--- config.mk ---
export PLATFORM = sky130hd
export DESIGN_NAME = pacman_sprite
export DESIGN_NICKNAME = d
export VERILOG_FILES = /design/src/rtl/pacman_sprite.sv
export SDC_FILE = /design/constraint.sdc
export NUM_CORES = 1
export LEC_CHECK = 0
export BUFFER_PORTS_ARGS = -buffer_cell sky130_fd_sc_hd__buf_2
export CORE_MARGIN = 2
export CORE_UTILIZATION = 50
export CTS_BUF_LIST = sky130_fd_sc_hd__clkbuf_4 sky130_fd_sc_hd__clkbuf_8
export DETAILED_ROUTE_END_ITERATION = 7
export PLACE_DENSITY = 0.7
export SYNTH_ARGS = -nofsm -noshare
export SYNTH_HDL_FRONTEND = slang
export SYNTH_SLANG_ARGS = --single-unit
--- constraint.sdc ---
create_clock -name Clk -period 7.7 [get_ports Clk]
set_input_delay 1.155 -clock Clk [delete_from_list [all_inputs] [get_ports Clk]]
set_output_delay 1.155 -clock Clk [all_outputs]
set_load 0.02 [all_outputs]
--- src/rtl/pacman_sprite.sv ---
// Pacman sprite renderer: per-frame shadow latch, chomp FSM and a 2-cycle pixel pipeline.
// Optional death animation is enabled by defining PAC_DEATH_ANIM_EN.
module pacman_sprite #(
    parameter int          FRAMES_PER_PHASE = 4,
    parameter logic [23:0] PAC_COLOR        = 24'hFFFF00
) (
    input  logic        Clk,
    input  logic        Reset,
    input  logic        frame_clk,
    input  logic [9:0]  PacX,
    input  logic [9:0]  PacY,
    input  logic [9:0]  PacS,
    input  logic [1:0]  flag,
`ifdef PAC_DEATH_ANIM_EN
    input  logic        die,
    output logic        dead_done,
`endif
    input  logic [9:0]  DrawX,
    input  logic [9:0]  DrawY,
    output logic        pac_on,
    output logic [23:0] pac_rgb,
    output logic [1:0]  mouth_phase
);

    localparam int CNT_W = (FRAMES_PER_PHASE > 1) ? $clog2(FRAMES_PER_PHASE) : 1;
    localparam logic [CNT_W-1:0] CNT_MAX = CNT_W'(FRAMES_PER_PHASE - 1);

`ifdef PAC_DEATH_ANIM_EN
    typedef enum logic [2:0] {
        CLOSED = 3'b000,
        HALF_O = 3'b001,
        OPEN   = 3'b010,
        HALF_C = 3'b011,
        DYING  = 3'b100
    } state_t;
`else
    typedef enum logic [1:0] {
        CLOSED = 2'b00,
        HALF_O = 2'b01,
        OPEN   = 2'b10,
        HALF_C = 2'b11
    } state_t;
`endif

    // frame-rate state
    logic             frame_clk_q_reg;
    logic [9:0]       sx_reg, sx_next;
    logic [9:0]       sy_reg, sy_next;
    logic [9:0]       ss_reg, ss_next;
    logic [1:0]       sdir_reg, sdir_next;
    logic             moving_reg, moving_next;
    logic [CNT_W-1:0] cnt_reg, cnt_next, cnt_inc;
    logic             cnt_wrap;
    logic             fe;
    state_t           state_reg, state_next, chomp_next;
    logic [1:0]       mouth_code;

`ifdef PAC_DEATH_ANIM_EN
    logic             dead_done_reg, dead_done_next;
`endif

    always_ff @(posedge Clk) begin
        if (Reset) begin
            frame_clk_q_reg <= 1'b0;
            sx_reg          <= 10'd196;
            sy_reg          <= 10'd320;
            ss_reg          <= 10'd16;
            sdir_reg        <= 2'b01;
            moving_reg      <= 1'b0;
            cnt_reg         <= '0;
            state_reg       <= OPEN;
`ifdef PAC_DEATH_ANIM_EN
            dead_done_reg   <= 1'b0;
`endif
        end else begin
            frame_clk_q_reg <= frame_clk;
            sx_reg          <= sx_next;
            sy_reg          <= sy_next;
            ss_reg          <= ss_next;
            sdir_reg        <= sdir_next;
            moving_reg      <= moving_next;
            cnt_reg         <= cnt_next;
            state_reg       <= state_next;
`ifdef PAC_DEATH_ANIM_EN
            dead_done_reg   <= dead_done_next;
`endif
        end
    end

    always_comb begin
        fe          = frame_clk & ~frame_clk_q_reg;
        cnt_wrap    = (cnt_reg == CNT_MAX);
        cnt_inc     = cnt_wrap ? '0 : cnt_reg + CNT_W'(1);
        sx_next     = sx_reg;
        sy_next     = sy_reg;
        ss_next     = ss_reg;
        sdir_next   = sdir_reg;
        moving_next = moving_reg;
        cnt_next    = cnt_reg;
        state_next  = state_reg;
        case (state_reg)
            CLOSED:  chomp_next = HALF_O;
            HALF_O:  chomp_next = OPEN;
            OPEN:    chomp_next = HALF_C;
            HALF_C:  chomp_next = CLOSED;
            default: chomp_next = state_reg;
        endcase
`ifdef PAC_DEATH_ANIM_EN
        dead_done_next = dead_done_reg;
        if (state_reg == DYING) begin
            // position latch frozen; radius shrinks once per phase period
            if (fe) begin
                cnt_next = cnt_inc;
                if (cnt_wrap)
                    ss_next = (ss_reg >= 10'd2) ? ss_reg - 10'd2 : 10'd0;
            end
            if (ss_reg == 10'd0)
                dead_done_next = 1'b1;
        end else if (die) begin
            state_next = DYING;
            cnt_next   = '0;
        end else
`endif
        if (fe) begin
            sx_next     = PacX;
            sy_next     = PacY;
            ss_next     = PacS;
            sdir_next   = flag;
            moving_next = (PacX != sx_reg) || (PacY != sy_reg);
            if (moving_reg) begin
                cnt_next = cnt_inc;
                if (cnt_wrap)
                    state_next = chomp_next;
            end
        end
    end

`ifdef PAC_DEATH_ANIM_EN
    assign mouth_code = (state_reg == DYING) ? 2'b10 : state_reg[1:0];
    assign dead_done  = dead_done_reg;
`else
    assign mouth_code = state_reg;
`endif
    assign mouth_phase = mouth_code;

    // Stage 1: per-axis signed offset from the shadowed centre and its magnitude
    logic [9:0]  draw_pos   [2];
    logic [9:0]  shadow_pos [2];
    logic [10:0] delta      [2];
    logic [10:0] delta_neg  [2];
    logic [9:0]  mag        [2];

    assign draw_pos[0]   = DrawX;
    assign draw_pos[1]   = DrawY;
    assign shadow_pos[0] = sx_reg;
    assign shadow_pos[1] = sy_reg;

    genvar gi;
    generate
        for (gi = 0; gi < 2; gi++) begin : g_axis
            assign delta[gi]     = {1'b0, draw_pos[gi]} - {1'b0, shadow_pos[gi]};
            assign delta_neg[gi] = 11'd0 - delta[gi];
            assign mag[gi]       = delta[gi][10] ? delta_neg[gi][9:0] : delta[gi][9:0];
        end
    endgenerate

    logic [10:0] fwd_next;
    logic [9:0]  lat_next;

    always_comb begin
        fwd_next = delta[0];
        lat_next = mag[1];
        case (sdir_reg)
            2'b00:   begin fwd_next = delta_neg[0]; lat_next = mag[1]; end
            2'b01:   begin fwd_next = delta[0];     lat_next = mag[1]; end
            2'b10:   begin fwd_next = delta[1];     lat_next = mag[0]; end
            default: begin fwd_next = delta_neg[1]; lat_next = mag[0]; end
        endcase
    end

    logic [9:0]  mag_reg [2];
    logic [9:0]  ss1_reg;
    logic [10:0] fwd_reg;
    logic [9:0]  lat_reg;
    logic [1:0]  mouth1_reg;

    always_ff @(posedge Clk) begin
        if (Reset) begin
            mag_reg[0] <= '0;
            mag_reg[1] <= '0;
            ss1_reg    <= '0;
            fwd_reg    <= '0;
            lat_reg    <= '0;
            mouth1_reg <= '0;
        end else begin
            mag_reg[0] <= mag[0];
            mag_reg[1] <= mag[1];
            ss1_reg    <= ss_reg;
            fwd_reg    <= fwd_next;
            lat_reg    <= lat_next;
            mouth1_reg <= mouth_code;
        end
    end

    // Stage 2: full-width disc test and mouth wedge
    logic [19:0] sq [2];
    generate
        for (gi = 0; gi < 2; gi++) begin : g_square
            assign sq[gi] = {10'b0, mag_reg[gi]} * {10'b0, mag_reg[gi]};
        end
    endgenerate

    logic [20:0] dist_sq, rad_sq;
    logic        in_disc, fwd_pos, mask, pac_on_next;
    logic        pac_on_reg;
    logic [23:0] pac_rgb_reg;

    always_comb begin
        dist_sq = {1'b0, sq[0]} + {1'b0, sq[1]};
        rad_sq  = {1'b0, {10'b0, ss1_reg} * {10'b0, ss1_reg}};
        in_disc = (dist_sq <= rad_sq);
        fwd_pos = ~fwd_reg[10] & (fwd_reg[9:0] != 10'd0);
        case (mouth1_reg)
            2'b00:   mask = 1'b0;
            2'b10:   mask = fwd_pos & (lat_reg <= fwd_reg[9:0]);
            default: mask = fwd_pos & ({lat_reg, 1'b0} <= {1'b0, fwd_reg[9:0]});
        endcase
        pac_on_next = in_disc & ~mask;
    end

    always_ff @(posedge Clk) begin
        if (Reset) begin
            pac_on_reg  <= 1'b0;
            pac_rgb_reg <= '0;
        end else begin
            pac_on_reg  <= pac_on_next;
            pac_rgb_reg <= pac_on_next ? PAC_COLOR : 24'h000000;
        end
    end

    assign pac_on  = pac_on_reg;
    assign pac_rgb = pac_rgb_reg;

endmodule

==> results.py, run 1 <==
metrics = {
    "outcome": {
        "status": "finished clean",
    },
    "power": {
        "total_leakage_power_uw": 0.008007,
        "cellPowerDensity_nw_per_um2": 378.8,
        "power.ir.vdd_worst_uv": 405.1,
        "overall_power_of_the_completed_layout_uw": 5889,
    },
    "placed_design": {
        "portBuffers": 73,
        "dp_slack_ps": -152.0,
        "place.gp.congestion": 0.8898,
        "place.detailed.hpwl_um": 26270,
    },
    "critical_path": {
        "crit_top_cell": "sky130_fd_sc_hd__fa_1",
        "r2r-start": "mag_reg[0][2]",
        "cp_max_fo": 6,
        "timing.critical_path.required_ps": 8020,
        "critical_path.startpoint": "mag_reg[0][2]",
        "worst_path_largest_cell_delay_ps": 570,
        "setup.worst_path.class": "reg2reg",
        "endpoint_kind": "register",
        "cp_top_family": "adder cells",
        "cp_arrival_ps": 7780,
        "worst-r2r-setup-slack_ps": 250,
        "crit_path_top_delay_cell": "sky130_fd_sc_hd__fa_1",
        "crit_path_buffers_inverters": 4,
        "critPathLaunchType": "register",
    },
    "clocking": {
        "clock_latency_ps": 390,
        "numCtsBuffers": 9,
        "cts-root-to-sink-buffers": 2,
        "clkTransAtPathRegs_ps": 100,
        "clock_sink_count": 92,
        "clk_root_buffer_cell": "sky130_fd_sc_hd__clkbuf_8",
        "cts_tree": "built",
        "clock_tree.htree_level_count": 3,
    },
    "route": {
        "route.detailed.drc": 0,
        "postRouteAntennaNets": 0,
        "detail_route.iter0.violations": 663,
        "detailedRoute.firstPassIterationCount": 7,
        "route.final.wire_length_um": 31040,
        "vias_per_cell": 5.230,
        "detail_route.wl_per_cell_um": 14.77,
        "routed-via-count": 10990,
    },
    "finish": {
        "filler_cell_count": 2669,
        "area_growth_syn_to_layout_pct": 8.297,
        "number_of_flip_flops_in_the_largest_register": 20,
        "multiInputGateArea_um2": 11270,
        "diodes": 0,
        "layout_commonest_cell": "sky130_fd_sc_hd__inv_1",
        "final_cell_mix": "sky130_fd_sc_hd__inv_1 (293), sky130_fd_sc_hd__ha_1 (192), sky130_fd_sc_hd__fa_1 (178)",
        "drive_above_1_share_pct": 10.88,
        "area.sequential_um2": 1859,
        "final_stage_net_count": 2144,
    },
    "sta": {
        "finalHoldViolCount": 0,
        "worstMarginPinSlew_ps": 893.8,
        "finClkSkew_ps": 19.31,
        "max_clock_freq_mhz": 134.2,
        "timing.final.ws_setup_ps": 247.1,
        "fin_crit_ps": 7453,
        "timing.final.max_slew_violations": 0,
        "setup_viol": 0,
        "fin_crit_sh_pct": 96.79,
        "relSlewSlack_pct": 40.41,
        "fin_setup_tns_ps": 0,
    },
    "floorplanning": {
        "core.rowCount": 62,
        "die-width_um": 173.4,
        "floorplan.core_area_um2": 28470,
        "die_area_um2": 30080,
        "die_h_um": 173.4,
        "num_io_pins": 82,
        "initial_utilization_pct": 50.43,
    },
    "min_path": {
        "min_from": "ss_reg[1]",
        "hold_class": "reg2reg",
    },
    "synthesis": {
        "post_synth_inst_count": 1662,
        "count_of_different_cell_masters_after_synthesis": 64,
        "synth-main-ff-cell": "sky130_fd_sc_hd__dfxtp_1",
        "ys.warnings.count": 0,
        "edff_count_synth": 0,
        "syn-mean-instance-area_um2": 8.638,
        "register_bit_count_reported_by_yosys": 92,
        "yosysSeqAreaShare_pct": 12.83,
        "async_flop_share_pct": 0,
        "synth_area_um2": 14360,
    },
    "grt": {
        "pin_count_of_the_biggest_net_entering_global_routing": 49,
        "grt_pass1_vias": 11370,
        "grt_total_ovfl": 0,
        "global_route_wire_length_before_repair_um": 53350,
        "grtUsageTotal_pct": 21.50,
        "grt_antenna_before_repair": 0,
    },
    "job": {
        "cap_viol_max_count": 0,
    },
}
tightest hold or removal path, delay by kind of cell, from the launching register on:
| kind | cells | cell delay, ps |
|---|---|---|
| AND/OR/NAND/NOR | 1 | 50 |
| flip-flops | 1 | 320 |
| AO/OA/AOI/OAI | 1 | 50 |
metrics by stage:
step / util, % / cell area, um2 / instances / hold WS (ps)
4_1_cts: 53.78 / 15310 / 2098 / 460.6
6_report: 54.61 / 15550 / 2102 / 457.0
2_1_floorplan: - / 14380 / 1669 / 429.9
3_3_place_gp: 52.99 / 15090 / 2082 / 439.6
3_5_place_dp: 52.99 / 15090 / 2082 / 445.7
5_1_grt: 54.61 / 15550 / 2102 / 480.7
worst paths after layout:
path,endpoint,depth (start not counted)
min reg2reg,ss_reg[1],2
max,pac_rgb[22],28
min,ss_reg[1],2
max reg2reg,pac_rgb[22],28
power by group:
part	switching (uW)	total [uW]	leakage, uW	internal [uW]
clock network	200	358	0.000105	158
registers	57.3	593	0.000764	535
logic	2780	4940	0.00714	2160
total	3040	5890	0.00801	2850
final cells by class:
cell class	instances	share of cell area, %
well taps	384	3.090
clock inverters	7	0.5553
inverters	293	7.074
flip-flops and latches	92	11.96
clock buffers	9	0.7967
repair buffers	107	4.064
multi-input cells	1210	72.46
metal layers:
metal  vias up  wire, um  track usage (%)
met2       205     15640            37.93
met4         0       733            6.709
met5         -         0                0
met1      5321     13640            27.52
li1       5425         -                -
met3        42      1037            2.610
timing repair:
item,CTS,global route
setup endpoints to repair,1,1
cloned,0,0
gates resized for setup,5,48
hold buffers,0,0
setup buffers,0,4
pin swaps,1,20
endpoints found under the hold margin,0,0
cell usage after synthesis (24+ instances only):
library cell	count	area (um2)
sky130_fd_sc_hd__and2_1	89	556.8
sky130_fd_sc_hd__fa_1	179	3583
sky130_fd_sc_hd__nand3_1	33	165.2
sky130_fd_sc_hd__xor2_1	50	437.9
sky130_fd_sc_hd__nand2_1	137	514.2
sky130_fd_sc_hd__ha_1	197	2465
sky130_fd_sc_hd__nor2_1	90	337.8
sky130_fd_sc_hd__buf_4	24	180.2
sky130_fd_sc_hd__xnor2_1	45	394.1
sky130_fd_sc_hd__nor3_1	28	140.1
sky130_fd_sc_hd__nor2b_1	33	206.5
sky130_fd_sc_hd__dfxtp_1	92	1842
sky130_fd_sc_hd__a21oi_1	80	400.4
sky130_fd_sc_hd__clkbuf_1	45	168.9
sky130_fd_sc_hd__o21ai_0	36	180.2
sky130_fd_sc_hd__inv_1	293	1100
logic make-up (layout without fill, tap and decap cells):
logic type	Yosys count	after routing	synth area share, %
compound gates	229	229	10.31
other cells	1	8	0.02612
fa+ha+maj	376	376	42.13
xor+xnor	100	100	6.362
mux	11	11	0.8889
simple gates	486	486	17.22
buf+inv	367	416	10.23
flops	92	92	12.83
Note: power is estimated with default switching activity, not from simulation.
==> run 2: changes to the inputs <==
--- a/config.mk
+++ b/config.mk
@@ -7,10 +7,9 @@
 export LEC_CHECK = 0
 export BUFFER_PORTS_ARGS = -buffer_cell sky130_fd_sc_hd__buf_2
 export CORE_MARGIN = 2
-export CORE_UTILIZATION = 50
+export CORE_UTILIZATION = 35
 export CTS_BUF_LIST = sky130_fd_sc_hd__clkbuf_4 sky130_fd_sc_hd__clkbuf_8
 export DETAILED_ROUTE_END_ITERATION = 7
-export PLACE_DENSITY = 0.7
 export SYNTH_ARGS = -nofsm -noshare
 export SYNTH_HDL_FRONTEND = slang
 export SYNTH_SLANG_ARGS = --single-unit
==> run 2 against run 1 <==
Against the previous run:
- utilization down 16 points
- worst hold slack improved by 2.2 ps
- cell count is 7.4% higher
- fmax increased by 0.14%
- critical path depth is 1 lower
- combinational power is 3% lower
- clock skew rose by 4.5 ps
- die area grew 42%
- critical path type unchanged
- largest power group unchanged
==> results.py, run 2 (synthesis gave the netlist of run 1 again) <==
metrics = {
    "power": {
        "total_leakage_power_uw": 0.008054,
        "sw_frac_of_total_pct": 51.64,
        "cellPowerDensity_nw_per_um2": 362.0,
        "internal_power_uw": 2764,
        "sequentialPowerShare_pct": 10.4,
        "p_clk_share_pct": 6.1,
        "power.ir.vdd_worst_uv": 466.7,
        "comb_power_share_pct": 83.5,
        "power.net_switching_uw": 2951,
    },
    "floorplanning": {
        "num_io_pins": 82,
        "core.rowCount": 74,
        "die_h_um": 206.5,
        "initial_utilization_pct": 35.32,
        "die-width_um": 206.5,
        "floorplan.core_area_um2": 40650,
        "die_area_um2": 42650,
    },
    "route": {
        "detailedRoute.firstPassIterationCount": 5,
        "route.final.wire_length_um": 32230,
        "vias_per_cell": 4.849,
        "routed-via-count": 10940,
        "detail_route.wl_per_cell_um": 14.28,
        "detail_route.iter0.violations": 540,
        "postRouteAntennaNets": 0,
        "route.detailed.drc": 0,
    },
    "sta": {
        "holdWs_ps": 459.2,
        "grt_setup_unrepaired": "true",
        "relSlewSlack_pct": 38.40,
        "fin_crit_sh_pct": 96.66,
        "max_clock_freq_mhz": 134.4,
        "finClkSkew_ps": 23.81,
        "worstMarginPinSlew_ps": 918.4,
        "fin_setup_tns_ps": 0,
        "timing.final.max_slew_violations": 0,
        "finalHoldViolCount": 0,
        "setup_viol": 0,
        "fin_crit_ps": 7442,
    },
    "critical_path": {
        "setup.worst_path.class": "reg2reg",
        "r2r-start": "mag_reg[0][5]",
        "cp_max_fo": 7,
        "rr_worst_depth": 27,
        "timing.critical_path.required_ps": 8040,
        "cp_arrival_ps": 7790,
        "regToRegEndpoint": "pac_rgb[22]",
        "endpoint_kind": "register",
        "worst-r2r-setup-slack_ps": 260,
        "critPathLaunchType": "register",
    },
    "finish": {
        "multiInputGateArea_um2": 11260,
        "area.sequential_um2": 1869,
        "final_stage_net_count": 2149,
        "drive_above_1_share_pct": 11.84,
        "finish.utilization_pct": 38.84,
        "number_of_flip_flops_in_the_largest_register": 20,
        "layout_commonest_cell": "sky130_fd_sc_hd__inv_1",
        "final_cell_mix": "sky130_fd_sc_hd__inv_1 (287), sky130_fd_sc_hd__ha_1 (193), sky130_fd_sc_hd__fa_1 (178)",
        "area_growth_syn_to_layout_pct": 9.953,
        "filler_cell_count": 4073,
    },
    "grt": {
        "global_route_wire_length_before_repair_um": 54340,
        "grt_total_ovfl": 0,
        "pin_count_of_the_biggest_net_entering_global_routing": 60,
        "grtUsageTotal_pct": 15.77,
        "grt_antenna_before_repair": 2,
        "grt_pass1_vias": 11070,
    },
    "outcome": {
        "status": "finished clean",
    },
    "clocking": {
        "clock_tree.htree_level_count": 3,
        "clk_root_buffer_cell": "sky130_fd_sc_hd__clkbuf_8",
        "cts-hold-fix-buffers": 0,
        "clkTransAtPathRegs_ps": 110,
        "clock_sink_count": 92,
        "cts_tree": "built",
        "cts-root-to-sink-buffers": 2,
        "clock_latency_ps": 400,
        "numCtsBuffers": 9,
    },
    "min_path": {
        "whs_endpoint": "ss_reg[0]",
        "hold-path-cell-count": 2,
        "hold_class": "reg2reg",
        "min_from": "ss_reg[0]",
    },
    "placed_design": {
        "place.gp.congestion": 0.8487,
        "place.detailed.hpwl_um": 27700,
        "portBuffers": 73,
    },
    "job": {
        "cap_viol_max_count": 0,
    },
}
-- run 2: cell count changes in the layout (fill, tap and decap cells not counted), moves of 3 or more --
cell and change:
sky130_fd_sc_hd__inv_1 -6, sky130_fd_sc_hd__clkinv_8 +3, sky130_fd_sc_hd__buf_4 +3, sky130_fd_sc_hd__inv_2 +6, sky130_fd_sc_hd__dfxtp_1 -4
-- run 2: what timing repair did --
| item | 4_1_cts | 5_1_grt |
|---|---|---|
| pin swaps | 0 | 38 |
| buffers inserted | 0 | 5 |
| setup endpoints to repair | 1 | 1 |
| gates resized for setup | 5 | 64 |
-- run 2: worst max-delay path, stage by stage, from the launching register on --
cell and delay [ps]:
sky130_fd_sc_hd__dfxtp_4 420, sky130_fd_sc_hd__nand2_4 60, sky130_fd_sc_hd__fa_1 520, sky130_fd_sc_hd__inv_2 40, sky130_fd_sc_hd__fa_1 490, sky130_fd_sc_hd__inv_2 40
sky130_fd_sc_hd__fa_1 490, sky130_fd_sc_hd__inv_2 40, sky130_fd_sc_hd__fa_1 470, sky130_fd_sc_hd__fa_1 500, sky130_fd_sc_hd__fa_1 520, sky130_fd_sc_hd__inv_2 40
sky130_fd_sc_hd__fa_1 550, sky130_fd_sc_hd__inv_2 50, sky130_fd_sc_hd__ha_4 160, sky130_fd_sc_hd__or3_1 350, sky130_fd_sc_hd__o21ai_0 140, sky130_fd_sc_hd__a211oi_2 110
sky130_fd_sc_hd__or3_1 440, sky130_fd_sc_hd__a31oi_4 200, sky130_fd_sc_hd__xnor2_1 100, sky130_fd_sc_hd__ha_1 360, sky130_fd_sc_hd__nand4_1 160, sky130_fd_sc_hd__nor4bb_4 320
sky130_fd_sc_hd__nor2_1 80, sky130_fd_sc_hd__a211o_1 310, sky130_fd_sc_hd__a311oi_2 230, sky130_fd_sc_hd__mux2_4 170
-- run 2: worst max-delay path by stage --
stage | startpoint | to | slack [ps] | depth (start not counted)
6_report | mag_reg[0][5] | pac_rgb[22] | 260 | 27
5_1_grt | mag_reg[0][17] | pac_rgb[22] | -240 | 29
4_1_cts | mag_reg[0][6] | pac_rgb[22] | 2 | 30
3_5_place_dp | mag_reg[0][5] | pac_rgb[22] | -80 | 29
3_3_place_gp | mag_reg[0][17] | pac_rgb[22] | 160 | 29
2_1_floorplan | mag_reg[0][2] | pac_rgb[22] | 250 | 31
-- run 2: power by group through the flow --
stage | combinational (uW) | sequential [uW] | clock [uW]
final | 4770 | 595 | 347
after floorplan | 3340 | 582 | 0
after detailed placement | 4380 | 598 | 0
after global placement | 4330 | 595 | 0
after global routing | 5460 | 605 | 375
after CTS | 4460 | 587 | 357
-- run 2: final cells by class --
class	instances	area share (%)
Multi-Input combinational cell	1210	71.31
Sequential cell	92	11.84
Inverter	293	6.967
Timing Repair Buffer	112	4.288
Tap cell	532	4.217
Clock buffer	9	0.7847
Clock inverter	7	0.5628
Antenna cell	2	0.03171
-- run 2: per-stage QoR --
step	instance area (um2)	setup WS (ps)	total power, uW	std cells
CTS	15530	2.399	5406	2250
global route	15780	-244.5	6445	2256
global placement	15310	157.1	4930	2234
floorplan	14380	251.1	3920	1669
detailed placement	15310	-83.99	4977	2234
finish	15790	257.5	5715	2257
-- run 2: layer usage --
layer	track usage (%)	vias up	wire, um	share of wire, %
li1	-	5437	-	-
met1	20.37	5232	14490	45
met2	27.41	220	15720	49
met3	1.743	55	1008	3.1
met4	5.306	0	1004	3.1
met5	0	-	0	0
